--- src/rtl/game_pkg.sv ---
// Shared game definitions: health widths, round states, player indices and
// the saturating damage helper used by each health channel.
package game_pkg;

  localparam int HEALTH_W = 5;
  localparam logic [HEALTH_W-1:0] MAX_HEALTH = 5'd31;

  localparam int P1 = 0;
  localparam int P2 = 1;

  typedef enum logic [1:0] {
    IDLE     = 2'd0,
    FIGHT    = 2'd1,
    KO_DRAIN = 2'd2,
    OVER     = 2'd3
  } round_state_t;

  // Health minus damage, clamped at zero; the extra bit catches the borrow.
  function automatic logic [HEALTH_W-1:0] sat_sub(
    input logic [HEALTH_W-1:0] health,
    input logic [HEALTH_W-1:0] dmg
  );
    logic [HEALTH_W:0] diff;
    diff = {1'b0, health} - {1'b0, dmg};
    return diff[HEALTH_W] ? '0 : diff[HEALTH_W-1:0];
  endfunction

endpackage

--- src/rtl/health_controller_if.sv ---
// Hit request bus between the two attack/hitbox units and the health
// controller. Bit 0 is P1 striking P2, bit 1 is P2 striking P1.
interface health_controller_if;

  logic [1:0]                    hit_valid;
  logic [game_pkg::HEALTH_W-1:0] hit_dmg_p1;
  logic [game_pkg::HEALTH_W-1:0] hit_dmg_p2;
  logic [1:0]                    hit_ready;

  modport master (
    output hit_valid,
    output hit_dmg_p1,
    output hit_dmg_p2,
    input  hit_ready
  );

  modport slave (
    input  hit_valid,
    input  hit_dmg_p1,
    input  hit_dmg_p2,
    output hit_ready
  );

endinterface

--- src/rtl/health_channel.sv ---
// One player's health state: true health, drained display health,
// invulnerability window and sticky KO flag.
module health_channel
  import game_pkg::*;
#(
  parameter int IFRAME_CYCLES = 5000000
) (
  input  logic                clk,
  input  logic                rst_n,
  input  logic                refill,
  input  logic                apply,
  input  logic [HEALTH_W-1:0] dmg,
  input  logic                tick,
  output logic [HEALTH_W-1:0] curr_health,
  output logic [HEALTH_W-1:0] disp_health,
  output logic                invuln,
  output logic                ko,
  output logic                ko_event
);

  localparam int IFRAME_W = (IFRAME_CYCLES > 1) ? $clog2(IFRAME_CYCLES) : 1;

  logic [IFRAME_W-1:0] iframe_cnt;
  logic [HEALTH_W-1:0] new_health;
  logic                hit_effective;

  // A hit only lands when it carries damage and the player is not protected.
  always_comb begin
    hit_effective = apply && (dmg != '0) && !invuln;
    new_health    = sat_sub(curr_health, dmg);
    ko_event      = hit_effective && (new_health == '0);
  end

  // True health, KO flag and invulnerability countdown.
  always_ff @(posedge clk) begin
    if (!rst_n || refill) begin
      curr_health <= MAX_HEALTH;
      ko          <= 1'b0;
      invuln      <= 1'b0;
      iframe_cnt  <= '0;
    end else if (hit_effective) begin
      curr_health <= new_health;
      invuln      <= 1'b1;
      iframe_cnt  <= IFRAME_W'(IFRAME_CYCLES - 1);
      if (new_health == '0) begin
        ko <= 1'b1;
      end
    end else if (invuln) begin
      if (iframe_cnt == '0) begin
        invuln <= 1'b0;
      end else begin
        iframe_cnt <= iframe_cnt - IFRAME_W'(1);
      end
    end
  end

  // Display health snaps up to true health and drains down one step per tick.
  always_ff @(posedge clk) begin
    if (!rst_n || refill) begin
      disp_health <= MAX_HEALTH;
    end else if (curr_health > disp_health) begin
      disp_health <= curr_health;
    end else if (tick && (disp_health > curr_health)) begin
      disp_health <= disp_health - HEALTH_W'(1);
    end
  end

endmodule

--- src/rtl/health_controller.sv ---
// Health controller top: hit arbitration, drain pacing and the round FSM
// around two health channels.
module health_controller
  import game_pkg::*;
#(
  parameter int DRAIN_DIV     = 2500000,
  parameter int IFRAME_CYCLES = 5000000
) (
  input  logic                clk,
  input  logic                rst_n,
  input  logic                round_start,
  health_controller_if.slave  hit_bus,
  output logic [HEALTH_W-1:0] curr_health_p1,
  output logic [HEALTH_W-1:0] curr_health_p2,
  output logic [HEALTH_W-1:0] disp_health_p1,
  output logic [HEALTH_W-1:0] disp_health_p2,
  output logic [1:0]          invuln,
  output logic [1:0]          ko,
  output logic                round_over
);

  localparam int DRAIN_W = (DRAIN_DIV > 1) ? $clog2(DRAIN_DIV) : 1;

  round_state_t       state;
  logic               rr_ptr;
  logic [1:0]         grant;
  logic [DRAIN_W-1:0] drain_cnt;
  logic               drain_tick;
  logic               apply_p1;
  logic               apply_p2;
  logic               ko_event_p1;
  logic               ko_event_p2;

  // Grant at most one hit in FIGHT; after the round is decided every hit is
  // accepted so the attackers never stall, and simply thrown away.
  always_comb begin
    grant             = 2'b00;
    hit_bus.hit_ready = 2'b00;
    case (state)
      FIGHT: begin
        if (hit_bus.hit_valid == 2'b11) begin
          grant = rr_ptr ? 2'b10 : 2'b01;
        end else begin
          grant = hit_bus.hit_valid;
        end
        hit_bus.hit_ready = grant;
      end
      KO_DRAIN, OVER: hit_bus.hit_ready = 2'b11;
      default: ;
    endcase
  end

  assign apply_p2   = grant[P1] && !round_start;
  assign apply_p1   = grant[P2] && !round_start;
  assign drain_tick = (state != IDLE) && (drain_cnt == DRAIN_W'(DRAIN_DIV - 1));

  // Round-robin pointer moves to the requester that did not just win.
  always_ff @(posedge clk) begin
    if (!rst_n) begin
      rr_ptr <= 1'b0;
    end else if (grant != 2'b00) begin
      rr_ptr <= grant[P1];
    end
  end

  // Free-running drain divider, parked in IDLE and restarted each round.
  always_ff @(posedge clk) begin
    if (!rst_n || round_start || (state == IDLE)) begin
      drain_cnt <= '0;
    end else if (drain_tick) begin
      drain_cnt <= '0;
    end else begin
      drain_cnt <= drain_cnt + DRAIN_W'(1);
    end
  end

  // Round state machine; round_start from anywhere refills and restarts.
  always_ff @(posedge clk) begin
    if (!rst_n) begin
      state      <= IDLE;
      round_over <= 1'b0;
    end else if (round_start) begin
      state      <= FIGHT;
      round_over <= 1'b0;
    end else begin
      case (state)
        IDLE: ;
        FIGHT: begin
          if (ko_event_p1 || ko_event_p2) begin
            state <= KO_DRAIN;
          end
        end
        KO_DRAIN: begin
          if ((ko[P1] && (disp_health_p1 == '0)) ||
              (ko[P2] && (disp_health_p2 == '0))) begin
            state      <= OVER;
            round_over <= 1'b1;
          end
        end
        OVER: ;
        default: begin
          state      <= IDLE;
          round_over <= 1'b0;
        end
      endcase
    end
  end

  health_channel #(
    .IFRAME_CYCLES (IFRAME_CYCLES)
  ) u_p1 (
    .clk         (clk),
    .rst_n       (rst_n),
    .refill      (round_start),
    .apply       (apply_p1),
    .dmg         (hit_bus.hit_dmg_p2),
    .tick        (drain_tick),
    .curr_health (curr_health_p1),
    .disp_health (disp_health_p1),
    .invuln      (invuln[P1]),
    .ko          (ko[P1]),
    .ko_event    (ko_event_p1)
  );

  health_channel #(
    .IFRAME_CYCLES (IFRAME_CYCLES)
  ) u_p2 (
    .clk         (clk),
    .rst_n       (rst_n),
    .refill      (round_start),
    .apply       (apply_p2),
    .dmg         (hit_bus.hit_dmg_p1),
    .tick        (drain_tick),
    .curr_health (curr_health_p2),
    .disp_health (disp_health_p2),
    .invuln      (invuln[P2]),
    .ko          (ko[P2]),
    .ko_event    (ko_event_p2)
  );

endmodule

--- src/flat_wrapper.sv ---
// flat-port wrapper written by rule: the top's interface ports become plain ports
module health_controller_flat import game_pkg::*;
#(
  parameter int DRAIN_DIV     = 2500000,
  parameter int IFRAME_CYCLES = 5000000
)
  (clk, rst_n, round_start, curr_health_p1, curr_health_p2, disp_health_p1, disp_health_p2, invuln, ko, round_over, hit_bus_hit_valid, hit_bus_hit_dmg_p1, hit_bus_hit_dmg_p2, hit_bus_hit_ready);
  health_controller_if hit_bus_i ();
  input  logic clk;
  input  logic rst_n;
  input  logic round_start;
  output logic [HEALTH_W-1:0] curr_health_p1;
  output logic [HEALTH_W-1:0] curr_health_p2;
  output logic [HEALTH_W-1:0] disp_health_p1;
  output logic [HEALTH_W-1:0] disp_health_p2;
  output logic [1:0] invuln;
  output logic [1:0] ko;
  output logic round_over;
  input wire logic [$bits(hit_bus_i.hit_valid)-1:0] hit_bus_hit_valid;
  input wire logic [$bits(hit_bus_i.hit_dmg_p1)-1:0] hit_bus_hit_dmg_p1;
  input wire logic [$bits(hit_bus_i.hit_dmg_p2)-1:0] hit_bus_hit_dmg_p2;
  output wire logic [$bits(hit_bus_i.hit_ready)-1:0] hit_bus_hit_ready;
  assign hit_bus_i.hit_valid = hit_bus_hit_valid;
  assign hit_bus_i.hit_dmg_p1 = hit_bus_hit_dmg_p1;
  assign hit_bus_i.hit_dmg_p2 = hit_bus_hit_dmg_p2;
  assign hit_bus_hit_ready = hit_bus_i.hit_ready;
  health_controller #(.DRAIN_DIV(DRAIN_DIV), .IFRAME_CYCLES(IFRAME_CYCLES)) u_core (.clk(clk), .rst_n(rst_n), .round_start(round_start), .hit_bus(hit_bus_i), .curr_health_p1(curr_health_p1), .curr_health_p2(curr_health_p2), .disp_health_p1(disp_health_p1), .disp_health_p2(disp_health_p2), .invuln(invuln), .ko(ko), .round_over(round_over));
endmodule
--- config.mk ---
export PLATFORM = sky130hd
export DESIGN_NAME = health_controller_flat
export DESIGN_NICKNAME = d
export VERILOG_FILES = /design/src/rtl/game_pkg.sv /design/src/rtl/health_controller_if.sv /design/src/rtl/health_channel.sv /design/src/rtl/health_controller.sv /design/src/flat_wrapper.sv
export SDC_FILE = /design/constraint.sdc
export NUM_CORES = 1
export LEC_CHECK = 0
export CORE_ASPECT_RATIO = 1.1
export CORE_MARGIN = 2
export CORE_UTILIZATION = 40
export DETAILED_ROUTE_END_ITERATION = 8
export MAX_ROUTING_LAYER = met4
export SLEW_MARGIN = 30
export SYNTH_ARGS = -nofsm -noshare
export SYNTH_HDL_FRONTEND = slang
export SYNTH_SLANG_ARGS = --single-unit
--- constraint.sdc ---
create_clock -name clk -period 6.25 [get_ports clk]
set_input_delay 0.625 -clock clk [delete_from_list [all_inputs] [get_ports clk]]
set_output_delay 0.625 -clock clk [all_outputs]
set_load 0.02 [all_outputs]
==> flow_results.org <==
** Run status
- The run finished with clean final reports.

** Critical path
- Startpoint of the lowest-slack register-to-register path :: u_core.state[1]
- Critical-path cell with the highest stage delay :: clkdlybuf4s50_1
- The worst setup path is launched from an input port.
- The worst setup path is of the input port to flop kind.
- STA classifies the critical path endpoint as a flop.
- Cells along the critical path :: clkdlybuf4s50_1, ha_1, inv_1, fa_1, xor2_1, nor4b_1, mux2i_1, a32oi_1, a22oi_1, a311oi_1
- Worst Setup SP :: hit_bus_hit_dmg_p2[0]
- Worst path required time :: 6.51 ns
- For the worst setup path, the data arrival time is a little over 3 ns.
- For this run, the slowest stage of the critical path takes 0.48 ns.
- Along the worst path, the maximum fanout reaches 3.

** Global route
- Entering global routing, the biggest net connects 27 pins.
- The number of global-route vias before repair is 3999.
- Global-route usage over all layers :: between 10% and 20%
- The first global-routing pass estimated between 15000 and 20000 microns of wire.
- Initial antenna violation count :: 0
- Remaining global-route overflow :: 0

** Placed design
- Quantity of I/O buffers inserted on ports :: 41
- At the end of routability-driven placement, the weighted congestion stood at 0.8794.
- Post-placement cell area :: around 5700 sq um
- The wire-length estimate of the detail-placed layout is 8319 microns.

** Timing
- Adding up every negative setup slack in the final design gives 0 ns.
- The clock period could shrink to ~2.8 ns.
- RSZ-0062 raised after global routing :: false
- The final count of pins violating max slew was 0.
- Number of endpoints failing setup at the final stage :: 0
- Dividing the final minimum period by the clock period gives 45.42%.
- Transition time at the pin with the least slew margin :: 0.8638 ns
- Hold is met by approximately 0.47 ns.
- Worst slew margin relative to its limit :: 42.20%
- For this run, the top clock speed supported by timing is 352.3 MHz.
- The final hold violation count is 0.
- For the final database, setup skew stands at 0.005254 ns.

** Layout
- Filler Cell Count :: 1231
- Commonest cells after routing, fill and taps aside :: dfxtp_1 (96), nor2_1 (72), a21oi_1 (60), inv_1 (45), clkdlybuf4s50_1 (41)
- Antenna Diode Count :: 0
- Area of the multi-input gates :: between 3000 and 4000 sq um
- The area growth from synthesis to layout is 15.64%.
- In the final layout, the share of cells above drive strength 1 is 4.012%.
- Area used by sequential logic in the layout :: 1922 sq um
- After the last flow step, the layout net total stands at 692.
- Post-Layout Inst Area :: approximately 6000 sq um
- Most frequent standard cell in the layout excluding fill and tap cells :: dfxtp_1

** Power and ir drop
- For this design the static power due to leakage is 2.261 nW.
- For this design the ratio of total power to cell area is about 210 nW/um^2.
- Across the VDD grid, the largest voltage drop is 0.1358 mV.
- Overall power consumption after layout is estimated at approximately 1.3 mW.

** Detailed routing
- Post-detailed-routing wire length :: 11300 microns
- Post-DRT Antenna Nets :: 0
- Mean number of vias per cell :: 5.342
- Via total after detailed routing :: between 4000 and 5000
- In the final routed layout, each cell accounts on average for ~14 microns.
- Count of unresolved DRC violations after routing :: 0
- DRT iter0 DRCs :: 205
- Number of detailed-routing iterations run before antenna repair :: 4

** Clocking
- Buffer levels on the longest clock path :: 2
- Buffers added to address setup during post-CTS repair amount to 0.
- At the later pin of the worst-skew pair, clock insertion delay measures 0.35 ns.
- For this design, the CTS-stage hold fixing added 0 buffers.
- Once the clock tree was built, the resizer swapped 0 gates to a different size.
- CTS buffer count :: 9
- CTS tree :: yes
- CTS placed an instance of clkbuf_16 at the clock tree root.
- H-tree levels :: 3
- CTS clock-pin slew for the worst setup and hold paths :: ~0.06 ns
- TritonCTS Sinks :: 96

** Logic synthesis
- Counting every net in the synthesized netlist gives roughly 660.
- Cell variety after synth :: 52
- The share of the Yosys chip area taken by registers is 37.14%.
- After synthesis, the mean cell area works out to 8.511 sq um.
- Post-Synthesis Cell Area :: 5175 sq um
- The most used flip-flop cell after synthesis is dfxtp_1.
- In the synthesized netlist, the number of instances is 608.
- The synthesized design contains 96 register bits.
- Counting flops with an async set or reset pin after synthesis yields a share of 0%.
- Synthesis warning total :: 0
- Number of synthesized flops with an enable pin :: 0

** Run
- The tool flagged a number of max-cap violations equal to 0.

** Die
- Die W :: 112.5 microns
- Once the floorplan was initialized, standard cells occupied 40.93% of the core.
- Die Footprint :: 13860 sq um
- Die height :: 123.3 microns
- Row count :: 43
- I/O pins :: 42
- Core ar. :: around 13000 sq um

** Min path
- In this run the most critical hold path is launched from u_core.round_over.
- Class of the worst hold path :: flop to flop
-- flip-flops by register name, indices dropped and copies added, names as in the netlist --
name                     flops
u_core.u_p1.ko               1
u_core.drain_cnt            22
u_core.u_p1.curr_health      5
u_core.state                 2
u_core.u_p2.ko               1
u_core.rr_ptr                1
u_core.round_over            1
u_core.u_p1.disp_health      5
u_core.u_p2.invuln           1
u_core.u_p1.iframe_cnt      23
u_core.u_p2.iframe_cnt      23
u_core.u_p2.disp_health      5
u_core.u_p1.invuln           1
u_core.u_p2.curr_health      5
-- area by class of cell --
| class | count | share of cell area [%] |
|---|---|---|
| clock inverter | 3 | 0.2927 |
| timing repair buffer | 42 | 6.983 |
| multi-input combinational | 450 | 50.22 |
| sequential | 96 | 32.11 |
| tap | 157 | 3.282 |
| inverter | 45 | 2.822 |
| clock buffer | 12 | 4.286 |
-- metal layers --
| metal | up-vias | track usage, % | part of all wire (%) |
|---|---|---|---|
| met2 | 82 | 26.81 | 44 |
| met3 | 17 | 3.676 | 4.4 |
| met4 | 0 | 7.241 | 2.0 |
| li1 | 2194 | - | - |
| met5 | - | - | 0 |
| met1 | 2007 | 22.37 | 49 |
-- per-stage QoR --
step | util [%] | std cells | setup WS [ns]
after floorplan | - | 608 | 3.826
after global placement | 45.17 | 790 | 3.153
after detailed placement | 45.17 | 790 | 3.062
after CTS | 47.33 | 805 | 3.375
after global routing | 47.33 | 805 | 3.216
final | 47.33 | 805 | 3.411
-- synth_stat cells (all sizes together), types with 3 or more instances --
library cell / instances / area (sq um)
dfxtp: 96 / 1922
nor2: 72 / 270.3
a21oi: 60 / 300.3
inv: 45 / 168.9
xnor2: 36 / 315.3
nand2: 33 / 123.9
xor2: 33 / 289.0
ha: 31 / 387.9
nand3: 20 / 100.1
nor3: 20 / 110.1
nor4: 20 / 140.1
o21ai: 20 / 100.1
clkbuf: 11 / 41.29
nor2b: 9 / 56.30
nand3b: 8 / 60.06
a21o: 7 / 52.55
or3: 7 / 48.80
or4: 7 / 52.55
a221o: 6 / 60.06
buf: 6 / 40.04
o21a: 6 / 45.04
mux2i: 5 / 50.05
a31oi: 4 / 25.02
and3: 4 / 26.28
and4b: 4 / 40.04
nor4b: 4 / 35.03
o31ai: 4 / 30.03
a311oi: 3 / 26.28
nand4b: 3 / 32.53
-- logic make-up (layout without fill, tap and decap cells) --
logic type / count (synthesis) / after routing / synth area share [%]
AO/OA/AOI/OAI: 119 / 119 / 14.00
AND/OR/NAND/NOR: 224 / 224 / 23.11
XOR/XNOR: 69 / 69 / 11.68
adder cells (fa/ha/maj): 33 / 33 / 8.269
buffers and inverters: 62 / 102 / 4.836
flip-flops: 96 / 96 / 37.14
multiplexers: 5 / 5 / 0.9672
-- worst max-delay path: cells and delay by family --
family,cells,cell delay (ns)
adders and majority gates,2,0.56
AOI/OAI and AO/OA,3,0.74
buffers and inverters,2,0.54
muxes,1,0.16
and+or+nand+nor,1,0.28
xor gates and xnor gates,1,0.20
-- power breakdown --
part,internal [mW],switching [mW]
clock network,0.288,0.225
registers,0.619,0.00804
logic,0.0475,0.0695
total,0.954,0.303
-- worst paths after layout --
| kind | cells after the start | end | slack [ns] |
|---|---|---|---|
| setup / recovery | 10 | u_core.state[1] | 3.41 |
| hold / removal | 2 | u_core.round_over | 0.47 |
| setup reg to reg | 7 | u_core.state[1] | 3.55 |
| hold reg to reg | 2 | u_core.round_over | 0.47 |
Note: power is estimated with default switching activity, not from simulation.
